## src/rtl/alu_seq_pkg.sv

```systemverilog
// Shared definitions for the ALU operation sequencer: opcodes, ALU control
// encodings and FSM state codes.
package alu_seq_pkg;

    // Request opcodes
    localparam logic [2:0] OPC_AND  = 3'b000;
    localparam logic [2:0] OPC_OR   = 3'b001;
    localparam logic [2:0] OPC_ADD  = 3'b010;
    localparam logic [2:0] OPC_MUL  = 3'b011;
    localparam logic [2:0] OPC_NOR  = 3'b100;
    localparam logic [2:0] OPC_RSVD = 3'b101;
    localparam logic [2:0] OPC_SUB  = 3'b110;
    localparam logic [2:0] OPC_SLT  = 3'b111;

    // ALU function select
    localparam logic [1:0] ALUOP_AND = 2'b00;
    localparam logic [1:0] ALUOP_OR  = 2'b01;
    localparam logic [1:0] ALUOP_ADD = 2'b10;
    localparam logic [1:0] ALUOP_SLT = 2'b11;

    // Complete control word presented to the external ALU
    typedef struct packed {
        logic       ainvert;
        logic       bnegate;
        logic [1:0] op;
    } alu_ctrl_t;

    localparam alu_ctrl_t CTRL_IDLE = '{ainvert: 1'b0, bnegate: 1'b0, op: ALUOP_AND};
    localparam alu_ctrl_t CTRL_ADD  = '{ainvert: 1'b0, bnegate: 1'b0, op: ALUOP_ADD};

    // Sequencer states
    typedef enum logic [1:0] {
        ST_IDLE = 2'd0,
        ST_EXEC = 2'd1,
        ST_MUL  = 2'd2,
        ST_DONE = 2'd3
    } seq_state_e;

    // Plain constants used for the state register (legacy-compatible coding)
    localparam logic [1:0] S_IDLE = 2'(ST_IDLE);
    localparam logic [1:0] S_EXEC = 2'(ST_EXEC);
    localparam logic [1:0] S_MUL  = 2'(ST_MUL);
    localparam logic [1:0] S_DONE = 2'(ST_DONE);

endpackage

```

## src/rtl/alu_op_sequencer_if.sv

```systemverilog
// Request, ALU-drive and response signals of the ALU operation sequencer.
// slave: the sequencer itself; master: the requester / ALU environment.
interface alu_op_sequencer_if #(
    parameter int WIDTH = 32
);
    // Request channel
    logic             req_valid;
    logic             req_ready;
    logic [2:0]       req_opcode;
    logic [WIDTH-1:0] req_a;
    logic [WIDTH-1:0] req_b;

    // Drive to the external combinational ALU
    logic [WIDTH-1:0] alu_in1;
    logic [WIDTH-1:0] alu_in2;
    logic             alu_ainvert;
    logic             alu_bnegate;
    logic [1:0]       alu_op;

    // Results coming back from the ALU in the same cycle
    logic [WIDTH-1:0] alu_result;
    logic             alu_overflow;
    logic             alu_zero;

    // Response channel
    logic             rsp_valid;
    logic             rsp_ready;
    logic [WIDTH-1:0] rsp_result;
    logic             rsp_overflow;
    logic             rsp_zero;
    logic             rsp_err;

    modport slave (
        input  req_valid, req_opcode, req_a, req_b,
        output req_ready,
        output alu_in1, alu_in2, alu_ainvert, alu_bnegate, alu_op,
        input  alu_result, alu_overflow, alu_zero,
        output rsp_valid, rsp_result, rsp_overflow, rsp_zero, rsp_err,
        input  rsp_ready
    );

    modport master (
        output req_valid, req_opcode, req_a, req_b,
        input  req_ready,
        input  alu_in1, alu_in2, alu_ainvert, alu_bnegate, alu_op,
        output alu_result, alu_overflow, alu_zero,
        input  rsp_valid, rsp_result, rsp_overflow, rsp_zero, rsp_err,
        output rsp_ready
    );

endinterface

```

## src/rtl/alu_op_decode.sv

```systemverilog
// Combinational opcode decode: ALU control word plus multi-cycle and
// reserved-opcode flags.
module alu_op_decode
    import alu_seq_pkg::*;
(
    input  logic [2:0] opcode,
    output alu_ctrl_t  ctrl,
    output logic       is_mul,
    output logic       is_rsvd
);

    // Map each opcode to its ALU control word; MUL and reserved drive idle controls
    always_comb begin
        ctrl    = CTRL_IDLE;
        is_mul  = 1'b0;
        is_rsvd = 1'b0;
        case (opcode)
            OPC_AND: ctrl = '{ainvert: 1'b0, bnegate: 1'b0, op: ALUOP_AND};
            OPC_OR:  ctrl = '{ainvert: 1'b0, bnegate: 1'b0, op: ALUOP_OR};
            OPC_ADD: ctrl = '{ainvert: 1'b0, bnegate: 1'b0, op: ALUOP_ADD};
            OPC_SUB: ctrl = '{ainvert: 1'b0, bnegate: 1'b1, op: ALUOP_ADD};
            OPC_SLT: ctrl = '{ainvert: 1'b0, bnegate: 1'b1, op: ALUOP_SLT};
            OPC_NOR: ctrl = '{ainvert: 1'b1, bnegate: 1'b1, op: ALUOP_AND};
            OPC_MUL: is_mul = 1'b1;
            default: is_rsvd = 1'b1;
        endcase
    end

endmodule

```

## src/rtl/alu_op_sequencer.sv

```systemverilog
// ALU operation sequencer: accepts one request at a time, runs it through an
// external combinational ALU (single pass, or WIDTH shift-add passes for MUL)
// and holds the result on a valid/ready response channel.
module alu_op_sequencer
    import alu_seq_pkg::*;
#(
    parameter int WIDTH = 32
) (
    input  logic               clk,
    input  logic               rst_n,
    alu_op_sequencer_if.slave  bus
);

    localparam int CNT_W = $clog2(WIDTH) + 1;

    logic [1:0]              state_q;
    alu_ctrl_t               ctrl_q;
    // Operand registers; during MUL a_q is the shifting multiplicand and
    // b_q the shifting multiplier
    logic signed [WIDTH-1:0] a_q;
    logic signed [WIDTH-1:0] b_q;
    logic [WIDTH-1:0]        acc_q;
    logic [CNT_W-1:0]        cnt_q;

    logic [WIDTH-1:0]        rsp_result_q;
    logic                    rsp_overflow_q;
    logic                    rsp_zero_q;
    logic                    rsp_err_q;

    alu_ctrl_t               dec_ctrl;
    logic                    dec_is_mul;
    logic                    dec_is_rsvd;

    alu_ctrl_t               drv_ctrl;
    logic [WIDTH-1:0]        drv_in1;
    logic [WIDTH-1:0]        drv_in2;
    logic                    last_iter;

    // Decode the incoming opcode so the control word is captured at accept
    alu_op_decode u_decode (
        .opcode  (bus.req_opcode),
        .ctrl    (dec_ctrl),
        .is_mul  (dec_is_mul),
        .is_rsvd (dec_is_rsvd)
    );

    assign last_iter = (cnt_q == CNT_W'(WIDTH - 1));

    // ALU drive: quiet in IDLE/DONE, operands in EXEC, accumulate step in MUL
    always_comb begin
        drv_ctrl = CTRL_IDLE;
        drv_in1  = '0;
        drv_in2  = '0;
        case (state_q)
            S_EXEC: begin
                drv_ctrl = ctrl_q;
                drv_in1  = a_q;
                drv_in2  = b_q;
            end
            S_MUL: begin
                drv_ctrl = CTRL_ADD;
                drv_in1  = acc_q;
                drv_in2  = b_q[0] ? a_q : '0;
            end
            default: ;
        endcase
    end

    assign bus.alu_in1     = drv_in1;
    assign bus.alu_in2     = drv_in2;
    assign bus.alu_ainvert = drv_ctrl.ainvert;
    assign bus.alu_bnegate = drv_ctrl.bnegate;
    assign bus.alu_op      = drv_ctrl.op;

    // Ready only in IDLE and never while reset is held
    assign bus.req_ready    = (state_q == S_IDLE) && rst_n;
    assign bus.rsp_valid    = (state_q == S_DONE);
    assign bus.rsp_result   = rsp_result_q;
    assign bus.rsp_overflow = rsp_overflow_q;
    assign bus.rsp_zero     = rsp_zero_q;
    assign bus.rsp_err      = rsp_err_q;

    // Sequencer FSM with operand, accumulator, counter and response registers
    always_ff @(posedge clk or negedge rst_n) begin
        if (!rst_n) begin
            state_q        <= S_IDLE;
            ctrl_q         <= CTRL_IDLE;
            a_q            <= '0;
            b_q            <= '0;
            acc_q          <= '0;
            cnt_q          <= '0;
            rsp_result_q   <= '0;
            rsp_overflow_q <= 1'b0;
            rsp_zero_q     <= 1'b0;
            rsp_err_q      <= 1'b0;
        end else begin
            case (state_q)
                S_IDLE: begin
                    if (bus.req_valid) begin
                        a_q    <= bus.req_a;
                        b_q    <= bus.req_b;
                        ctrl_q <= dec_ctrl;
                        acc_q  <= '0;
                        cnt_q  <= '0;
                        if (dec_is_rsvd) begin
                            rsp_result_q   <= '0;
                            rsp_overflow_q <= 1'b0;
                            rsp_zero_q     <= 1'b0;
                            rsp_err_q      <= 1'b1;
                            state_q        <= S_DONE;
                        end else if (dec_is_mul) begin
                            state_q <= S_MUL;
                        end else begin
                            state_q <= S_EXEC;
                        end
                    end
                end
                S_EXEC: begin
                    rsp_result_q   <= bus.alu_result;
                    rsp_overflow_q <= bus.alu_overflow;
                    rsp_zero_q     <= bus.alu_zero;
                    rsp_err_q      <= 1'b0;
                    state_q        <= S_DONE;
                end
                S_MUL: begin
                    acc_q <= bus.alu_result;
                    a_q   <= a_q << 1;
                    b_q   <= b_q >> 1;
                    cnt_q <= cnt_q + CNT_W'(1);
                    if (last_iter) begin
                        // Low WIDTH product bits; overflow is not reported for MUL
                        rsp_result_q   <= bus.alu_result;
                        rsp_overflow_q <= 1'b0;
                        rsp_zero_q     <= bus.alu_zero;
                        rsp_err_q      <= 1'b0;
                        state_q        <= S_DONE;
                    end
                end
                S_DONE: begin
                    if (bus.rsp_ready) begin
                        state_q <= S_IDLE;
                    end
                end
                default: state_q <= S_IDLE;
            endcase
        end
    end

endmodule

```

## src/flat_wrapper.sv

```systemverilog
// flat-port wrapper written by rule: the top's interface ports become plain ports
module alu_op_sequencer_flat import alu_seq_pkg::*;
#(
    parameter int WIDTH = 32
)
  (clk, rst_n, bus_req_valid, bus_req_opcode, bus_req_a, bus_req_b, bus_req_ready, bus_alu_in1, bus_alu_in2, bus_alu_ainvert, bus_alu_bnegate, bus_alu_op, bus_alu_result, bus_alu_overflow, bus_alu_zero, bus_rsp_valid, bus_rsp_result, bus_rsp_overflow, bus_rsp_zero, bus_rsp_err, bus_rsp_ready);
  alu_op_sequencer_if #(.WIDTH(WIDTH)) bus_i ();
  input  logic clk;
  input  logic rst_n;
  input wire logic [$bits(bus_i.req_valid)-1:0] bus_req_valid;
  input wire logic [$bits(bus_i.req_opcode)-1:0] bus_req_opcode;
  input wire logic [$bits(bus_i.req_a)-1:0] bus_req_a;
  input wire logic [$bits(bus_i.req_b)-1:0] bus_req_b;
  output wire logic [$bits(bus_i.req_ready)-1:0] bus_req_ready;
  output wire logic [$bits(bus_i.alu_in1)-1:0] bus_alu_in1;
  output wire logic [$bits(bus_i.alu_in2)-1:0] bus_alu_in2;
  output wire logic [$bits(bus_i.alu_ainvert)-1:0] bus_alu_ainvert;
  output wire logic [$bits(bus_i.alu_bnegate)-1:0] bus_alu_bnegate;
  output wire logic [$bits(bus_i.alu_op)-1:0] bus_alu_op;
  input wire logic [$bits(bus_i.alu_result)-1:0] bus_alu_result;
  input wire logic [$bits(bus_i.alu_overflow)-1:0] bus_alu_overflow;
  input wire logic [$bits(bus_i.alu_zero)-1:0] bus_alu_zero;
  output wire logic [$bits(bus_i.rsp_valid)-1:0] bus_rsp_valid;
  output wire logic [$bits(bus_i.rsp_result)-1:0] bus_rsp_result;
  output wire logic [$bits(bus_i.rsp_overflow)-1:0] bus_rsp_overflow;
  output wire logic [$bits(bus_i.rsp_zero)-1:0] bus_rsp_zero;
  output wire logic [$bits(bus_i.rsp_err)-1:0] bus_rsp_err;
  input wire logic [$bits(bus_i.rsp_ready)-1:0] bus_rsp_ready;
  assign bus_i.req_valid = bus_req_valid;
  assign bus_i.req_opcode = bus_req_opcode;
  assign bus_i.req_a = bus_req_a;
  assign bus_i.req_b = bus_req_b;
  assign bus_req_ready = bus_i.req_ready;
  assign bus_alu_in1 = bus_i.alu_in1;
  assign bus_alu_in2 = bus_i.alu_in2;
  assign bus_alu_ainvert = bus_i.alu_ainvert;
  assign bus_alu_bnegate = bus_i.alu_bnegate;
  assign bus_alu_op = bus_i.alu_op;
  assign bus_i.alu_result = bus_alu_result;
  assign bus_i.alu_overflow = bus_alu_overflow;
  assign bus_i.alu_zero = bus_alu_zero;
  assign bus_rsp_valid = bus_i.rsp_valid;
  assign bus_rsp_result = bus_i.rsp_result;
  assign bus_rsp_overflow = bus_i.rsp_overflow;
  assign bus_rsp_zero = bus_i.rsp_zero;
  assign bus_rsp_err = bus_i.rsp_err;
  assign bus_i.rsp_ready = bus_rsp_ready;
  alu_op_sequencer #(.WIDTH(WIDTH)) u_core (.clk(clk), .rst_n(rst_n), .bus(bus_i));
endmodule
```

## config.mk

```make
export PLATFORM = sky130hd
export DESIGN_NAME = alu_op_sequencer_flat
export DESIGN_NICKNAME = d
export VERILOG_FILES = /design/src/rtl/alu_seq_pkg.sv /design/src/rtl/alu_op_sequencer_if.sv /design/src/rtl/alu_op_decode.sv /design/src/rtl/alu_op_sequencer.sv /design/src/flat_wrapper.sv
export SDC_FILE = /design/constraint.sdc
export NUM_CORES = 1
export LEC_CHECK = 0
export BUFFER_PORTS_ARGS = -buffer_cell sky130_fd_sc_hd__buf_4
export CAP_MARGIN = 10
export CELL_PAD_IN_SITES_DETAIL_PLACEMENT = 0
export CELL_PAD_IN_SITES_GLOBAL_PLACEMENT = 1
export CORE_MARGIN = 5
export CORE_UTILIZATION = 31
export CTS_CLUSTER_SIZE = 25
export DETAILED_ROUTE_END_ITERATION = 10
export HOLD_SLACK_MARGIN = 0.02
export PLACE_DENSITY_LB_ADDON = 0.08
export SETUP_SLACK_MARGIN = 0.3
export SYNTH_ARGS = -nofsm -noshare
export SYNTH_HDL_FRONTEND = slang
export SYNTH_SLANG_ARGS = --single-unit
export TNS_END_PERCENT = 20
```

## constraint.sdc

```tcl
create_clock -name clk -period 1.9 [get_ports clk]
set_clock_uncertainty 0.2 [all_clocks]
set_input_delay 0.095 -clock clk [delete_from_list [all_inputs] [get_ports clk]]
set_output_delay 0.095 -clock clk [all_outputs]
set_load 0.005 [all_outputs]
```

==> results.ini <==
[status]
failed_checks = negative setup slack
outcome = finished, violations left

[placed_design]
dpl_worst_slack_ps = -41.6
numPortBuffers = 209
place_congestion = 0.825
dpl.hpwl_um = 18100
dp_cells = 1124

[drt]
wl_per_cell_um = 20.4
antenna_left = 0
drc = 0
num_vias = 6525
drt-total-wl_um = 26000
drt_first_pass_iters = 5
viasPerCell = 5.13
first_iter_violations = 293

[hold_path]
holdCritPathClass = in2reg

[clocking]
htree_num_levels = 4
clockBufferDepth = 2
cts_tree = done
cts.sinks = 143
clkLatencyLatePin_ps = 420
clk_pin_slew_ps = 70
numCtsBuffers = 17
root_buffer = clkbuf_16

[global_routing]
grt_pass1_vias = 6836
antenna_found_initial = 1
grt-ovfl-total = 0
grtUsageTotal_pct = 20.0
grt_pass1_wl_um = 40800
grt_start_max_net_pins = 61

[critical_path]
cp.required_ps = 1600
startpoint = u_core.state_q[1]$_DFFE_PN0P_
cp_slowest_cell = dfrtp_1
path_max_fanout = 8
endpoint = bus_alu_in2[12]
worst_ep_arrival_time_ps = 1930
cp_common_cell = buf_6
r2r_slack_ps = -200
worstSetupStartpointType = flip-flop
crit_type = reg2out
rr_worst_depth = 9
cp_cell_sequence = buf_6, buf_6, ha_4, and3_4, buf_12, a22o_1, buf_4
slowest_delay_ps = 400
rr_endpoint = u_core.b_q[2]$_DFFE_PN0P_
r2r-start = u_core.state_q[1]$_DFFE_PN0P_
end_kind = output pin

[sta]
slew_headroom_pct = 48.8
finalWorstSetupSlack_ps = -321
final_max_slew_viol_count = 0
setup_viol = 183
final_hold_viol_count = 0
rsz0062_at_grt = true
min_period_ps = 2220
tns_ps = -30980
final.period_utilization_pct = 117
fmax_mhz = 450
worst-slew-pin-transition_ps = 765

[die]
coreArea_mm2 = 0.0220
start_util_pct = 31.8
die_area_mm2 = 0.0256
row_count = 54
die_h_um = 160
io_pins = 210
die-width_um = 160

[synth]
yosysWarningCount = 0
synth_top_cell_by_area = dfrtp_1
synth_area_leaders = dfrtp_1 51%, a22o_1 12%, mux2i_1 7.6%
synth_edf_count = 0
ys.flop_type = dfrtp_1
syn_inst = 655
ys_types = 35
syn_avg_cell_area_um2 = 10.6
synth_most_common_cell = dfrtp_1
ys_seq_area_share_pct = 51.3
yosys_register_bits = 143
synth_nets = 765
synthArstFlopShare_pct = 100
synthesis.area_mm2 = 0.00697
yosysTopAreaCellShare_pct = 51.3
ys_top_cells_by_count = 143 x dfrtp_1, 98 x a22o_1, 71 x o21ai_0

[job]
drv_cap = 0

[cells_and_area]
fin_nets = 1089
insertedDiodeCount = 0
layout-drive-gt1-share_pct = 32.3
nFillCells = 1970
register_area_mm2 = 0.00358
fin_cells = 1272
multi_input_area_mm2 = 0.00320
final_util_pct = 50.9
syn_to_final_growth_pct = 60.4

[power]
power.leakage_nw = 5.15
power-per-cell-area_mw_per_mm2 = 1630
ir_drop_mv = 0.839
power_mw = 18.2

[metrics by stage]
| stage | area, um^2 | hold slack [ps] |
|---|---|---|
| after CTS | 11100 | -18.9 |
| after detailed placement | 9170 | -206 |
| after floorplan | 7090 | -401 |
| after global routing | 11200 | 49.4 |
| final | 11200 | 44.8 |
| after global placement | 9170 | -209 |
[worst min path at each step]
stage | cells past startpoint | from | to | slack (ps)
global route | 4 | bus_req_valid | u_core.a_q[13]$_DFFE_PN0P_ | 50
global placement | 1 | rst_n | u_core.ctrl_q[3]$_DFFE_PN0P_ | -210
floorplan | 0 | rst_n | u_core.a_q[0]$_DFFE_PN0P_ | -400
CTS | 3 | rst_n | u_core.ctrl_q[3]$_DFFE_PN0P_ | -20
finish | 4 | bus_req_valid | u_core.a_q[11]$_DFFE_PN0P_ | 40
detailed placement | 1 | rst_n | u_core.ctrl_q[3]$_DFFE_PN0P_ | -210
[routing by layer]
layer	part of all wire [%]	wire length, um	track usage [%]
met5	0	0	0
met4	1.3	328	5.08
met3	5.7	1490	5.13
met2	44	11600	29.8
met1	49	12600	29.1
[power by group]
part	internal, mW	switching, mW
Sequential	4.36	1.24
Combinational	4.87	4.45
Clock	1.85	1.46
[logic make-up after synthesis]
logic type,after synthesis,share of synthesized area (%)
compound gates,240,25.5
flops,143,51.3
simple gates,136,9.26
buf+inv,73,4.65
mux,57,8.31
fa+ha+maj,5,0.897
xor+xnor,1,0.126
[registers in the layout, summed over array words and instances, names as in the netlist]
| signal | flops |
|---|---|
| u_core.state_q | 2 |
| u_core.bus.rsp_err | 1 |
| u_core.cnt_q | 6 |
| u_core.bus.rsp_result | 32 |
| u_core.bus.rsp_overflow | 1 |
| u_core.acc_q | 32 |
| u_core.a_q | 32 |
| u_core.ctrl_q | 4 |
| u_core.bus.rsp_zero | 1 |
| u_core.b_q | 32 |
[critical path: cells and delay by family, from the launching register on]
| family | cells | cell delay, ps |
|---|---|---|
| and+or+nand+nor | 1 | 200 |
| buffers and inverters | 4 | 530 |
| DFF | 1 | 400 |
| adders and majority gates | 1 | 160 |
| AOI/OAI and AO/OA | 1 | 210 |
[repair_timing]
item                                   CTS  global route
resized for setup                       53            16
hold buffers                           106             2
pin swaps                               22            29
setup endpoints to repair              210           210
cloned                                   3             0
buffers inserted                         4             1
endpoints found under the hold margin  279            15
[final cells by class]
cell class                      count  share of cell area (%)
Tap cell                          280                    3.13
Timing Repair Buffer              370                    30.8
Clock inverter                     15                    1.34
Sequential cell                   143                    32.0
Inverter                            8                   0.268
Clock buffer                       17                    3.80
Multi-Input combinational cell    439                    28.6
[layout by cell type, fill, tap and decap left out, types with 2 or more instances in the layout]
master	count
and2_4	4
buf_6	35
and3_1	4
inv_8	3
o21ai_1	41
buf_16	3
o2bb2ai_1	33
clkinv_4	2
nand2_1	62
dlygate4sd3_1	107
nor2_1	4
mux2_2	2
nand2b_1	2
mux2i_1	52
and3_4	2
o221ai_1	2
clkinv_2	2
a22oi_1	12
nor2b_1	16
inv_1	6
inv_6	5
a31oi_1	15
buf_12	17
ha_4	4
a22o_1	97
dfrtp_1	143
inv_2	2
nand3_1	36
mux2_4	2
clkbuf_16	17
buf_4	208
clkinvlp_4	2
o21ai_0	30
(Power assumes the default switching activity.)
